**src/rtl/motor_pkg.sv**
```systemverilog
// motor_pkg: shared types and constants for the motor pulse-width scheduler and PWM generator
package motor_pkg;
  localparam int DEF_PW_W = 20;
  localparam int DEF_PW_MIN = 17500;
  localparam int DEF_PW_MAX = 95616;
  localparam int DEF_PW_NEUTRAL = 56558;
  localparam int PWM_PERIOD = 500000;
  typedef enum logic [2:0] {ST_IDLE, ST_MANUAL, ST_JOG, ST_CAMERA, ST_TIMEOUT} state_t;
  localparam logic [3:0] STAT_IDLE = 4'd0;
  localparam logic [3:0] STAT_MANUAL = 4'd1;
  localparam logic [3:0] STAT_CAMERA = 4'd2;
  localparam logic [3:0] STAT_JOG = 4'd3;
  localparam logic [3:0] STAT_TIMEOUT = 4'd4;
  localparam logic [1:0] SW_CAMERA = 2'b00;
  localparam logic [1:0] SW_MAX = 2'b01;
  localparam logic [1:0] SW_MIN = 2'b10;
  localparam logic [1:0] SW_JOG = 2'b11;
  function automatic logic [3:0] status_of(state_t s);
    return s == ST_MANUAL ? STAT_MANUAL : s == ST_CAMERA ? STAT_CAMERA :
           s == ST_JOG ? STAT_JOG : s == ST_TIMEOUT ? STAT_TIMEOUT : STAT_IDLE;
  endfunction
  function automatic state_t mode_of(logic [1:0] sw);
    return sw == SW_CAMERA ? ST_CAMERA : sw == SW_JOG ? ST_JOG : ST_MANUAL;
  endfunction
endpackage

```
**src/rtl/motor_pw_slew.sv**
```systemverilog
// motor_pw_slew: holds target and pw_out, clamps target writes and slews pw_out once per PWM period
module motor_pw_slew #(
  parameter int PW_W = 20,
  parameter int PW_MIN = 17500,
  parameter int PW_MAX = 95616,
  parameter int PW_NEUTRAL = 56558,
  parameter int SLEW_STEP = 128
) (
  input  logic            m_clock,
  input  logic            p_reset,
  input  logic            period_start,
  input  logic            target_we,
  input  logic [PW_W-1:0] target_in,
  output logic [PW_W-1:0] pw_out,
  output logic [PW_W-1:0] target,
  output logic            pw_load,
  output logic            busy
);
  localparam logic [PW_W-1:0] MIN = PW_W'(PW_MIN);
  localparam logic [PW_W-1:0] MAX = PW_W'(PW_MAX);
  localparam logic [PW_W-1:0] NEU = PW_W'(PW_NEUTRAL);
  localparam logic [PW_W-1:0] STEP = PW_W'(SLEW_STEP);
  logic [PW_W-1:0] clamped, stepped;
  always_comb begin
    clamped = target_in < MIN ? MIN : target_in > MAX ? MAX : target_in;
    stepped = target > pw_out ? (target - pw_out <= STEP ? target : pw_out + STEP)
                              : (pw_out - target <= STEP ? target : pw_out - STEP);
  end
  always_ff @(posedge m_clock) begin
    if (p_reset) begin
      pw_out <= NEU;
      target <= NEU;
      pw_load <= 1'b0;
    end else begin
      pw_load <= period_start;
      if (period_start) pw_out <= stepped;
      if (target_we) target <= clamped;
    end
  end
  assign busy = pw_out != target;
endmodule

```
**src/rtl/motor_pw_sched.sv**
```systemverilog
// motor_pw_sched: arbitrates camera/manual/jog pulse-width sources and feeds the slew stage
module motor_pw_sched import motor_pkg::*; #(
  parameter int PW_W = DEF_PW_W,
  parameter int PW_MIN = DEF_PW_MIN,
  parameter int PW_MAX = DEF_PW_MAX,
  parameter int PW_NEUTRAL = DEF_PW_NEUTRAL,
  parameter int SLEW_STEP = 128,
  parameter int JOG_STEP = 128,
  parameter int TIMEOUT_PER = 50
) (
  input  logic            m_clock,
  input  logic            p_reset,
  input  logic [1:0]      sw,
  input  logic            push,
  input  logic            period_start,
  input  logic            cam_req,
  input  logic [PW_W-1:0] cam_pw,
  output logic            cam_ack,
  output logic [PW_W-1:0] pw_out,
  output logic            pw_load,
  output logic [PW_W-1:0] target,
  output logic [3:0]      status,
  output logic            busy
);
  localparam int WD_W = $clog2(TIMEOUT_PER + 1);
  localparam logic [PW_W-1:0] MIN = PW_W'(PW_MIN);
  localparam logic [PW_W-1:0] MAX = PW_W'(PW_MAX);
  localparam logic [PW_W-1:0] NEU = PW_W'(PW_NEUTRAL);
  localparam logic [PW_W-1:0] JSTEP = PW_W'(JOG_STEP);
  localparam logic [PW_W-1:0] JOG_WRAP = PW_W'(PW_MAX - JOG_STEP);
  state_t state, nxt, sw_mode;
  logic [WD_W-1:0] wd;
  logic [PW_W-1:0] jog, tgt_in;
  logic [1:0] sync;
  logic push_q, fall, cam_mode, acc, wd_hit, tgt_we;
  assign sw_mode = mode_of(sw);
  assign cam_mode = state == ST_CAMERA || state == ST_TIMEOUT;
  // a pending sw change blocks the accept, so a mode change always wins over a request
  assign acc = cam_mode && sw == SW_CAMERA && cam_req && !cam_ack;
  assign wd_hit = state == ST_CAMERA && period_start && wd == WD_W'(TIMEOUT_PER - 1);
  assign fall = push_q & ~sync[1];
  always_comb begin
    nxt = state;
    if (state == ST_IDLE) nxt = period_start ? sw_mode : ST_IDLE;
    else if (sw_mode != ST_CAMERA) nxt = sw_mode;
    else if (!cam_mode || acc) nxt = ST_CAMERA;
    else if (wd_hit) nxt = ST_TIMEOUT;
    tgt_we = nxt == ST_MANUAL || nxt == ST_JOG || acc || (nxt == ST_TIMEOUT && state != ST_TIMEOUT);
    tgt_in = nxt == ST_MANUAL ? (sw == SW_MAX ? MAX : MIN) : nxt == ST_JOG ? jog : acc ? cam_pw : NEU;
  end
  always_ff @(posedge m_clock) begin
    if (p_reset) begin
      state <= ST_IDLE;
      cam_ack <= 1'b0;
      wd <= '0;
      jog <= NEU;
      sync <= 2'b11;
      push_q <= 1'b1;
    end else begin
      state <= nxt;
      cam_ack <= acc;
      sync <= {sync[0], push};
      push_q <= sync[1];
      wd <= (nxt != ST_CAMERA || acc) ? '0 : period_start ? wd + 1'b1 : wd;
      if (state == ST_JOG && fall) jog <= jog > JOG_WRAP ? MIN : jog + JSTEP;
    end
  end
  assign status = status_of(state);
  motor_pw_slew #(
    .PW_W(PW_W), .PW_MIN(PW_MIN), .PW_MAX(PW_MAX), .PW_NEUTRAL(PW_NEUTRAL), .SLEW_STEP(SLEW_STEP)
  ) u_slew (
    .m_clock(m_clock),
    .p_reset(p_reset),
    .period_start(period_start),
    .target_we(tgt_we),
    .target_in(tgt_in),
    .pw_out(pw_out),
    .target(target),
    .pw_load(pw_load),
    .busy(busy)
  );
endmodule

```
**config.mk**
```make
export PLATFORM = sky130hd
export DESIGN_NAME = motor_pw_sched
export DESIGN_NICKNAME = d
export VERILOG_FILES = /design/src/rtl/motor_pkg.sv /design/src/rtl/motor_pw_slew.sv /design/src/rtl/motor_pw_sched.sv
export SDC_FILE = /design/constraint.sdc
export NUM_CORES = 1
export LEC_CHECK = 0
export ABC_AREA = 1
export BUFFER_PORTS_ARGS = -buffer_cell sky130_fd_sc_hd__buf_4
export CORE_ASPECT_RATIO = 1.2
export CORE_MARGIN = 4
export CORE_UTILIZATION = 42
export CTS_CLUSTER_SIZE = 10
export DETAILED_ROUTE_END_ITERATION = 10
export PLACE_DENSITY = 0.63
export SYNTH_ARGS = -nofsm -noshare
export SYNTH_HDL_FRONTEND = slang
export SYNTH_SLANG_ARGS = --single-unit
```
**constraint.sdc**
```tcl
create_clock -name m_clock -period 4.04 [get_ports m_clock]
set_clock_uncertainty 0.15 [all_clocks]
set_input_delay 0.606 -clock m_clock [delete_from_list [all_inputs] [get_ports m_clock]]
set_output_delay 0.606 -clock m_clock [all_outputs]
set_load 0.02 [all_outputs]
```
**Yosys cells after proc, flatten, opt, wreduce, memory -nomap -nowiden**

Index checks and enable logic that the tools add are counted.

- Register bits after elaboration: 74

- Reduce and logical (&&, ||, !) cells: 18
- Muxes and demuxes: 21
- Bitwise operators: 2
- Magnitude comparators: 6
- Add/sub/neg operators: 6
- Eq/ne operators: 14

Operators with widths:

| cell | number |
|---|---|
| $mux W20 | 9 |
| $add A20 B8 Y20 const B | 2 |
| $gt A20 B17 Y1 const B | 2 |
| $le A20 B8 Y1 const B | 2 |
| $sub A20 B20 Y20 | 2 |
| $mux W3 | 8 |
| $gt A20 B20 Y1 | 1 |
| $lt A20 B15 Y1 const B | 1 |
| $ne A20 B20 Y1 | 1 |
| $sub A20 B8 Y20 const B | 1 |
| $mux W17 | 1 |
| $eq A3 B2 Y1 const B | 3 |
| $logic_and A1 B1 Y1 | 7 |
| $add A6 B1 Y6 const B | 1 |
| $eq A3 B1 Y1 const B | 2 |
| $eq A3 B3 Y1 const B | 2 |
| $eq A6 B6 Y1 const B | 1 |
| $logic_or A1 B1 Y1 | 6 |
| $mux W2 | 3 |
| $logic_not A3 Y1 | 1 |
| $ne A3 B2 Y1 const B | 1 |
| $ne A3 B3 Y1 const B | 1 |
| $eq A2 B1 Y1 const B | 1 |
| $eq A2 B2 Y1 const B | 1 |
| other kinds (6) | 7 |

**Depth between registers and ports, before layout**

Gate-level depths: netlist (run 1).

- Depth in word-level cells: 15
- Mapped depth: 24

**By module**

Synthesis (run 1) repeated with hierarchy kept, for this count alone.

- Cells, all modules: 1219
- Area total of the unflattened synthesis: 7133.1 um2

Modules (own cells, without submodules):

| module | seq. area each (um2) | cells an instance | times used | area an instance (um2) |
|---|---|---|---|---|
| motor_pw_slew | 820.8 | 935 | 1 | 5225.0 |
| motor_pw_sched | 580.6 | 284 | 1 | 1908.1 |

**Worst setup path after synthesis (run 1)**

Ideal clock, no wire load.

- Path type: reg-to-reg
- From: reg u_slew.pw_out[10]
- To: reg u_slew.pw_out[2]
- Period minus slack after synthesis: 3.122 ns
- Arrival: 2.836 ns
- Path slack: 0.918 ns
- Stages on the path, launching flop included: 23
- Cells stage by stage: dfxtp_1 clkbuf_1 inv_1 ha_1 clkbuf_2 nand2_1 nor2_1 inv_1 nor3_1 nand2_1 nand2_1 nand2_1 nand2_1 nand2_1 nor2_1 nand2_1 nor2_2 nand2_1 nand2_1 nand3_1 buf_2 nand2_1 o211ai_1

- Longest elaborated chain between the ends: 4
- Elaborated cells between the ends (all ways): 8

Ends and longest elaborated chain:

| element | RTL line | source |
|---|---|---|
| from (decl) | motor_pw_slew.sv:14 | `output logic [PW_W-1:0] pw_out,` |
| from (signal assigned) | motor_pw_slew.sv:36 | `if (period_start) pw_out <= stepped;` |
| $sub A20 B20 Y20, on equally long branches | motor_pw_slew.sv:27, motor_pw_slew.sv:26 |  |
| $le A20 B8 Y1, on equally long branches | motor_pw_slew.sv:27, motor_pw_slew.sv:26 |  |
| $mux W20, on equally long branches | motor_pw_slew.sv:27, motor_pw_slew.sv:26 |  |
| $mux W20 (*) | motor_pw_slew.sv:26 | `stepped = target > pw_out ? (target - pw_out <= STEP ? target : pw_out + STEP)` |

Mark *: on every way between the ends. The rest lies on a longest branch, timed or not.
A chain may end at the register's enable or synchronous reset.

**Final worst setup path (run 1)**

- From: reg u_slew.pw_out[7]
- To: reg u_slew.pw_out[14]

Same word-level chain as after synthesis.

==> results.cfg, run 1 <==
[logic_synthesis]
yosysTopAreaCell = dfxtp_1
synth.avg_cell_area_um2 = 6.15
netlist_top_cells_area = dfxtp_1 22%, nand2_1 15%, ha_1 9.0%, nand3_1 7.8%, inv_1 7.6%
ys_ff_latch = 70
synth-async-reset-ratio_pct = 0
synth_cells = 1056
yosysUniqueCellTypes = 48
synth_edf_count = 0
synth_seq_area_share_pct = 21.6
synth_nets = 1130
synth_top_area_share_pct = 21.6
syn_area_um2 = 6500
yosysWarningCount = 0
synth_ff_type = dfxtp_1

[sta]
post-route-period-util_pct = 89.5
worst_pin_slew_ns = 0.682
finalCriticalPeriod_ns = 3.62
rsz0062_at_grt = false
hold_violations = 0
max_slew_margin_pct = 54.5
tns_ns = 0
max_freq_mhz = 277
slew_viol_final = 0
setup_viol = 0

[final_layout]
drive_gt1_share_pct = 14.7
nFillCells = 1681
nets = 1195
multi_input_area_um2 = 4380
diodes = 0
layout-area-overhead-vs-synth_pct = 16.5
seqCellArea_um2 = 1400

[placement]
dp_hpwl_mm = 17.0
gp_congestion = 0.922
io_buffer_count = 72

[grt]
grt_start_max_net_pins = 42
grt_first_pass_wirelength_mm = 33.5
grt_usage_pct = 23.8
grt_overflow_total = 0
antenna_found_initial = 0
grt_pass1_vias = 6850

[setup_path]
timing.rr.end = u_slew.pw_out[14]
path_cells = inv_1 > ha_2 > nand2_1 > nor2_2 > nand2_1 > o211ai_2 > nand2_1 > inv_1 > nor2_1 > nand2_1 > nand3_1 > nor2_2 > nand2_2 > nand2_1 > nand2_1 > inv_1 > nand2_1 > nand3_1 > nand2_1
startpoint_type = flip-flop
cp-endpoint = u_slew.pw_out[14]
cp_data_arrival_time_ns = 3.69
r2r_setup_slack_ns = 0.42
reg2reg_from = u_slew.pw_out[7]
critPathMaxFanout = 8
worstPathRequired_ns = 4.12
cpMaxStageDelayCell = dfxtp_1
endpoint_kind = flip-flop
path_common_cell = nand2_1
crit_path_start = u_slew.pw_out[7]
rr_worst_depth = 19
max_stage_delay_ns = 0.50
crit_type = reg2reg

[floorplanning]
io_pins = 74
die_h_um = 144
die_w_um = 122
start_util_pct = 43.1
coreArea_um2 = 15100
dieArea_um2 = 17500
rows = 49

[route]
drt_iter0_drc = 316
ant_nets = 0
wirelength_mm = 20.5
drt-pass1-iter-count = 5
routed_via_density = 5.16
via_count = 6860
post_drt_wl_per_cell_um = 15.4
drc = 0

[clock_network]
htree_levels = 3
cts_inserted_buffers = 9
ctsHoldBuffers = 0
clk_path_buf_depth = 2
clock-sinks = 70
cts-root-buf = clkbuf_16
clock_latency_ns = 0.33
cts_tree = built
clk_pin_slew_ns = 0.06

[power]
p_leak_uw = 0.00385
power.total_uw = 6290
ir_drop_uv = 288
p_sw_share_pct = 54.2
comb_power_share_pct = 70.5
clockPowerShare_pct = 13.8
p_seq_share_pct = 15.7
p_sw_uw = 3410
cellInternalPower_uw = 2880
powerDensity_nw_per_um2 = 831

[status]
status = finished clean

[worst_hold_path]
hold_class = reg2reg
min_from = sync[0]

[run]
max_cap_viol_count = 0
-- worst max-delay path: cells and delay by family, from the launching register on --
kind	cells	cell delay [ns]
simple gates	14	1.66
flops	1	0.50
buf+inv	3	0.47
fa+ha+maj	1	0.45
compound gates	1	0.27
-- cells in the final DEF, fill, tap and decap left out, types with 7 or more instances in the layout --
cell	n
clkbuf_16	9
o21ai_0	47
or2_2	10
inv_1	132
nor3_1	18
o21ai_1	9
nand2_1	255
inv_2	10
a21oi_1	82
nand4_1	9
ha_1	46
dfxtp_1	70
nor2_2	11
nand3_1	100
buf_4	89
nand2_2	10
o211ai_1	10
nor2_1	103
nand3_2	7
xor2_1	40
-- worst min-delay path by stage --
stage / endpoint / depth (start not counted) / slack, ns
2_1_floorplan: sync[1] / 1 / 0.24
3_3_place_gp: sync[1] / 1 / 0.24
3_5_place_dp: sync[1] / 1 / 0.25
4_1_cts: sync[1] / 1 / 0.26
5_1_grt: sync[1] / 1 / 0.27
6_report: sync[1] / 1 / 0.26
-- flip-flops by register name, summed over array words and instances, names as in the netlist --
name,flops
cam_ack,1
state,3
sync,2
u_slew.target,20
u_slew.pw_load,1
jog,16
u_slew.pw_out,20
push_q,1
wd,6
-- cell type report --
cell class,instances,area share [%]
repair buffers,89,8.82
multi-input cells,807,57.8
well taps,204,3.37
inverters,144,7.14
clock inverters,7,1.39
clock buffers,9,2.97
flip-flops and latches,70,18.5
-- timing repair --
item	4_1_cts	5_1_grt
endpoints found under the hold margin	0	0
setup endpoints to repair	0	8
gates resized for setup	0	2
buffers inserted	0	0
-- power by group through the flow --
stage	Combinational [uW]	Sequential, uW	Clock, uW
6_report	4430	986	871
3_5_place_dp	4400	1000	0
3_3_place_gp	4410	999	0
4_1_cts	4420	989	888
5_1_grt	4940	1010	918
2_1_floorplan	3050	1100	0
-- per-layer routing --
layer  track usage [%]  wire (um)  vias up
li1                  -          -     3540
met1              27.4       8410     3087
met2              44.4      10600      181
met3              2.39        780       52
met4              10.4        726        0
met5                 0          0        -
-- through the flow --
| stage | worst slack, ns | area, um2 | hold slack, ns | instances | util (%) |
|---|---|---|---|---|---|
| floorplan | 0.918 | 6500 | 0.239 | 1056 | - |
| global placement | 0.316 | 7230 | 0.244 | 1314 | 48.0 |
| detailed placement | 0.269 | 7230 | 0.245 | 1314 | 48.0 |
| CTS | 0.240 | 7560 | 0.259 | 1330 | 50.1 |
| global route | 0.0148 | 7570 | 0.273 | 1330 | 50.2 |
| finish | 0.425 | 7570 | 0.258 | 1330 | 50.2 |
-- logic make-up after synthesis --
logic type               after synthesis  share of synthesized area [%]
other                                  1                         0.0577
adder cells (fa/ha/maj)               47                           9.05
AO/OA/AOI/OAI                        172                           15.0
AND/OR/NAND/NOR                      542                           37.1
XOR/XNOR                              45                           6.06
flip-flops                            70                           21.6
buffers and inverters                179                           11.2
-- synth_stat cells (2+ instances only) --
master and count:
nor3_4 2, clkbuf_1 14, nor4_1 5, nor2_1 103, buf_6 4, a21o_1 5, a21oi_4 2, nand4_1 9
a21oi_1 82, a21oi_2 3, inv_2 10, nor2_2 11, nand3_1 101, o211ai_1 10, nand3_2 6, clkbuf_2 3
buf_2 10, or2_2 10, nand2_2 10, dfxtp_1 70, o21ai_0 47, o21bai_1 2, xnor2_1 5, buf_4 3
nor3_1 18, o21ai_1 9, nand2_1 255, a21boi_0 2, nand3b_1 5, a211oi_1 3, inv_1 132, clkinv_1 2
a31oi_1 2, a21boi_1 2, ha_1 47, xor2_1 40
(Power assumes the default switching activity.)
==> run 2, diff against run 1 <==
==> constraint.sdc (replaced) <==
create_clock -name m_clock -period 3.4 [get_ports m_clock]
set_clock_uncertainty 0.15 [all_clocks]
set_input_delay 0.51 -clock m_clock [delete_from_list [all_inputs] [get_ports m_clock]]
set_output_delay 0.51 -clock m_clock [all_outputs]
set_load 0.02 [all_outputs]
==> run 2 against run 1 <==
  * Sequential share of layout area fell by 0.18 points
  * Register-to-register slack got worse by 0.19 ns
  * Fmax rose by 14%
  * Via count rose by 0.76%
  * Largest power group unchanged
==> results.cfg, run 2 (synthesis gave the netlist of run 1 again) <==
[sta]
max_freq_mhz = 316
hold_violations = 0
slew_viol_final = 0
worst_pin_slew_ns = 0.610
finalCriticalPeriod_ns = 3.17
max_slew_margin_pct = 59.0
rsz0062_at_grt = false
tns_ns = 0
setup_viol = 0
post-route-period-util_pct = 93.1
whs_ns = 0.209

[floorplanning]
dieArea_um2 = 17500
coreArea_um2 = 15100
die_h_um = 144
start_util_pct = 43.1
die_w_um = 122
io_pins = 74
rows = 49

[setup_path]
cp-endpoint = u_slew.pw_out[0]
startpoint_type = flip-flop
timing.rr.end = u_slew.pw_out[0]
crit_cells = 17
cp_data_arrival_time_ns = 3.25
worstPathRequired_ns = 3.48
cpMaxStageDelayCell = ha_1
cp_num_buf_inv = 3
path_cells = inv_1 > ha_1 > nand2_1 > nor2_1 > inv_1 > nor3_1 > nand2_1 > nand2_1 > xnor2_1 > nand3_1 > nor2_2 > nand2_2 > nand2_1 > nand3_1 > buf_4 > o21ai_0 > nor2_1
crit_family = simple AND/OR/NAND/NOR gates
max_stage_delay_ns = 0.46
crit_path_start = u_slew.pw_out[15]
critPathMaxFanout = 12
endpoint_kind = flip-flop
r2r_setup_slack_ns = 0.23
crit_type = reg2reg
rr_worst_depth = 17
path_common_cell = nand2_1
reg2reg_from = u_slew.pw_out[15]

[final_layout]
final_common_cell = nand2_1
nets = 1210
drive_gt1_share_pct = 16.1
layout-area-overhead-vs-synth_pct = 17.6
reg_top3 = u_slew.pw_out: 20 flops, u_slew.target: 20 flops, jog: 16 flops
final_cell_mix = 255 x nand2_1, 131 x inv_1, 104 x buf_4
diodes = 0
final_core_util_pct = 50.7
nFillCells = 1623

[clock_network]
clock_latency_ns = 0.34
cts_inserted_buffers = 9
cts_tree = built
cts-root-buf = clkbuf_16
clk_pin_slew_ns = 0.06
htree_levels = 3
clock-sinks = 70
clk_path_buf_depth = 2
ctsHoldBuffers = 0

[power]
powerDensity_nw_per_um2 = 963
p_leak_uw = 0.00390
ir_drop_uv = 323

[route]
ant_nets = 0
drc = 0
wirelength_mm = 20.0
routed_via_density = 5.14
drt-pass1-iter-count = 5
drt_iter0_drc = 416
post_drt_wl_per_cell_um = 14.9
via_count = 6912

[grt]
grt_usage_pct = 22.9
grt_overflow_total = 0
grt_first_pass_wirelength_mm = 32.2
antenna_found_initial = 0
grt_start_max_net_pins = 42
grt_pass1_vias = 6759

[placement]
dp_hpwl_mm = 16.3
io_buffer_count = 72
gp_congestion = 0.983

[worst_hold_path]
hold_class = in2reg

[status]
status = finished clean

[run]
max_cap_viol_count = 0
[run 2: cell types whose count changed in the layout (fill, tap and decap cells not counted), moves of 2 or more]
cell,before,now
clkbuf_8,0,2
ha_1,46,43
bufinv_16,2,0
inv_6,2,0
clkinv_2,0,2
ha_2,1,4
buf_4,89,104
[run 2: area by class of cell]
type	count	area [um2]	share of cell area (%)
tap	204	255	3.34
timing repair buffer	104	781	10.2
inverter	144	541	7.07
sequential	70	1400	18.3
multi-input combinational	807	4380	57.3
clock inverter	5	33.8	0.442
clock buffer	11	253	3.31
[run 2: per-stage QoR]
stage / cells / total power (uW) / area, um2 / worst slack, ns
3_5_place_dp: 1329 / 6390 / 7350 / 0.0824
5_1_grt: 1345 / 8040 / 7640 / 0.0000866
6_report: 1345 / 7360 / 7640 / 0.233
4_1_cts: 1345 / 7320 / 7630 / 0.217
3_3_place_gp: 1329 / 6390 / 7350 / 0.129
2_1_floorplan: 1056 / 4930 / 6500 / 0.278
[run 2: worst min path at each step]
stage / slack, ns / start / end / cells after the start
5_1_grt: 0.22 / push / sync[0] / 2
4_1_cts: 0.20 / push / sync[0] / 2
3_5_place_dp: 0.25 / sync[0] / sync[1] / 1
2_1_floorplan: 0.24 / sync[0] / sync[1] / 1
6_report: 0.21 / push / sync[0] / 2
3_3_place_gp: 0.24 / sync[0] / sync[1] / 1
[run 2: routing by layer]
layer | share of wire, % | global-route usage [%]
met2 | 50 | 41.7
met3 | 4.5 | 2.62
met5 | 0 | 0
met1 | 42 | 26.7
met4 | 3.9 | 11.1
[run 2: what timing repair did]
| action | CTS | global route |
|---|---|---|
| setup buffers | 0 | 0 |
| endpoints found under the setup margin | 0 | 18 |
| resized for setup | 0 | 8 |
[run 2: where the power goes]
group,internal (uW),total (uW),switching (uW)
registers,971,1130,163
logic,1900,5330,3430
clock network,532,903,371
==> run 3, diff against run 2 <==
--- a/config.mk
+++ b/config.mk
@@ -7,12 +7,14 @@
 export LEC_CHECK = 0
 export ABC_AREA = 1
 export BUFFER_PORTS_ARGS = -buffer_cell sky130_fd_sc_hd__buf_4
+export CELL_PAD_IN_SITES_DETAIL_PLACEMENT = 0
+export CELL_PAD_IN_SITES_GLOBAL_PLACEMENT = 1
 export CORE_ASPECT_RATIO = 1.2
 export CORE_MARGIN = 4
 export CORE_UTILIZATION = 42
 export CTS_CLUSTER_SIZE = 10
 export DETAILED_ROUTE_END_ITERATION = 10
-export PLACE_DENSITY = 0.63
+export PLACE_DENSITY = 0.84
 export SYNTH_ARGS = -nofsm -noshare
 export SYNTH_HDL_FRONTEND = slang
 export SYNTH_SLANG_ARGS = --single-unit
==> constraint.sdc (replaced) <==
create_clock -name m_clock -period 3.4 [get_ports m_clock]
set_clock_uncertainty 0.15 [all_clocks]
set_input_delay 1.02 -clock m_clock [delete_from_list [all_inputs] [get_ports m_clock]]
set_output_delay 1.02 -clock m_clock [all_outputs]
set_load 0.02 [all_outputs]
==> run 3 against run 2 <==
  * Power is 4.1% higher
  * Global-route usage is 0.91 points higher
  * Sequential cell count stayed put
  * Die area stayed put
  * Utilization is 2.0 points higher
  * Fmax is 2.2% lower
  * Register-to-register slack better by 0.02 ns
  * Combinational power is 3.8% higher
==> results.cfg, run 3 (synthesis gave the netlist of run 1 again) <==
[status]
status = finished clean

[clock_network]
cts-root-buf = clkbuf_16
htree_levels = 3
cts_tree = built
clk_path_buf_depth = 2
ctsHoldBuffers = 0
clk_pin_slew_ns = 0.06
clock_latency_ns = 0.34
clock-sinks = 70
cts_inserted_buffers = 9

[final_layout]
finalNonFillerCells = 1370
final_cell_mix = 253 x nand2_1, 131 x inv_1, 128 x buf_4
fin_area_um2 = 7940
layout-area-overhead-vs-synth_pct = 22.2
drive_gt1_share_pct = 19.5
reg_top3 = u_slew.pw_out: 20 flops, u_slew.target: 20 flops, jog: 16 flops
final_common_cell = nand2_1
diodes = 0
nets = 1235

[floorplanning]
die_w_um = 122
die_h_um = 144
dieArea_um2 = 17500
io_pins = 74
rows = 49
start_util_pct = 43.1
coreArea_um2 = 15100

[grt]
grt_overflow_total = 0
grt_start_max_net_pins = 42
antenna_found_initial = 0
grt_first_pass_wirelength_mm = 33.7
grt_pass1_vias = 6882
grt_usage_pct = 23.9

[sta]
max_freq_mhz = 309
post-route-period-util_pct = 95.3
tns_ns = 0
finalCriticalPeriod_ns = 3.24
hold_violations = 0
slew_viol_final = 0
whs_ns = 0.260
setup_viol = 0

[setup_path]
worstPathRequired_ns = 2.23
path_common_cell = inv_1
max_stage_delay_ns = 0.42
path_cells = inv_1 > ha_2 > nand2_1 > nor2_1 > inv_1 > nor3_2 > nand4_1 > buf_4
crit_family = simple AND/OR/NAND/NOR gates
crit_type = reg2out
endpoint_kind = primary output
cpMaxStageDelayCell = ha_2
r2r_setup_slack_ns = 0.25
timing.rr.end = u_slew.pw_out[0]
cp_data_arrival_time_ns = 2.07
rr_worst_depth = 15
cp_num_buf_inv = 3
startpoint_type = flip-flop
critPathMaxFanout = 7
reg2reg_from = u_slew.pw_out[8]

[route]
ant_nets = 0
wirelength_mm = 20.3
via_count = 6936
drc = 0
post_drt_wl_per_cell_um = 14.9
drt_iter0_drc = 376
drt-pass1-iter-count = 5
routed_via_density = 5.06

[placement]
dp_hpwl_mm = 16.3
gp_congestion = 0.928
io_buffer_count = 72
dp_cells = 1350
place_area_um2 = 7500

[worst_hold_path]
hold_class = reg2reg
min_from = sync[0]
hold_path_end = sync[1]
hold_depth = 1

[power]
ir_drop_uv = 342
power.total_uw = 7660
powerDensity_nw_per_um2 = 965
p_leak_uw = 0.00404

[run]
max_cap_viol_count = 0
==> run 3: changes by cell type in the layout (fill, tap and decap cells not counted), moves of 3 or more <==
cell / before / now
a21oi_1: 82 / 79
a21oi_2: 3 / 6
ha_2: 4 / 9
buf_4: 104 / 128
ha_1: 43 / 38
==> run 3: what timing repair did <==
| action | 4_1_cts | 5_1_grt |
|---|---|---|
| buffers inserted | 0 | 4 |
| endpoints found under the hold margin | 0 | 0 |
| pin swaps | 1 | 2 |
| resized for setup | 3 | 28 |
| setup endpoints to repair | 1 | 37 |
==> run 3: layout make-up <==
class,count,area (um2)
clock buffer,10,229
clock inverter,6,86.3
fill,1649,7140
inverter,144,544
multi-input combinational,807,4460
sequential,70,1400
tap,204,255
timing repair buffer,129,972
==> run 3: where the power goes <==
group / internal (uW) / leakage [uW] / total, uW / switching (uW)
clock: 641 / 0.000152 / 1020 / 376
sequential: 971 / 0.000573 / 1120 / 146
combinational: 2060 / 0.00332 / 5530 / 3470
total: 3670 / 0.00404 / 7660 / 3990
==> run 3: worst register-to-register path: stages (launching register included) <==
cell,delay (ns)
dfxtp_1,0.31
inv_1,0.16
ha_2,0.36
a21oi_1,0.28
a21boi_2,0.26
nand3_1,0.20
a21oi_1,0.22
xor2_1,0.16
nand3_1,0.11
nor2_2,0.16
nand2_1,0.08
nand2_1,0.10
nand2_1,0.11
nor2_1,0.26
nor2_1,0.07
nor2_1,0.09
==> run 3: how the worst max path moves through the flow <==
stage / end / depth (start not counted) / start / slack (ns)
4_1_cts: u_slew.pw_out[12] / 19 / u_slew.pw_out[2] / 0.04
6_report: busy / 8 / u_slew.pw_out[12] / 0.16
3_3_place_gp: u_slew.target[12] / 20 / sw[0] / -0.1
2_1_floorplan: u_slew.target[14] / 18 / sw[0] / 0.20
5_1_grt: u_slew.target[12] / 20 / sw[1] / -0.02
3_5_place_dp: u_slew.target[12] / 20 / sw[0] / -0.15
==> run 3: routing by layer <==
layer / vias to the layer above / wire, um / global-route usage, %
met5: - / 0 / 0
met3: 36 / 875 / 4.58
met4: 0 / 500 / 8.32
li1: 3608 / - / -
met2: 127 / 10100 / 42.8
met1: 3165 / 8900 / 28.4
==> run 3: stage by stage <==
| stage | setup WS [ns] | util, % |
|---|---|---|
| floorplan | 0.198 | - |
| global placement | -0.0979 | 49.8 |
| detailed placement | -0.147 | 49.8 |
| CTS | 0.0446 | 51.9 |
| global route | -0.0170 | 52.7 |
| finish | 0.160 | 52.7 |
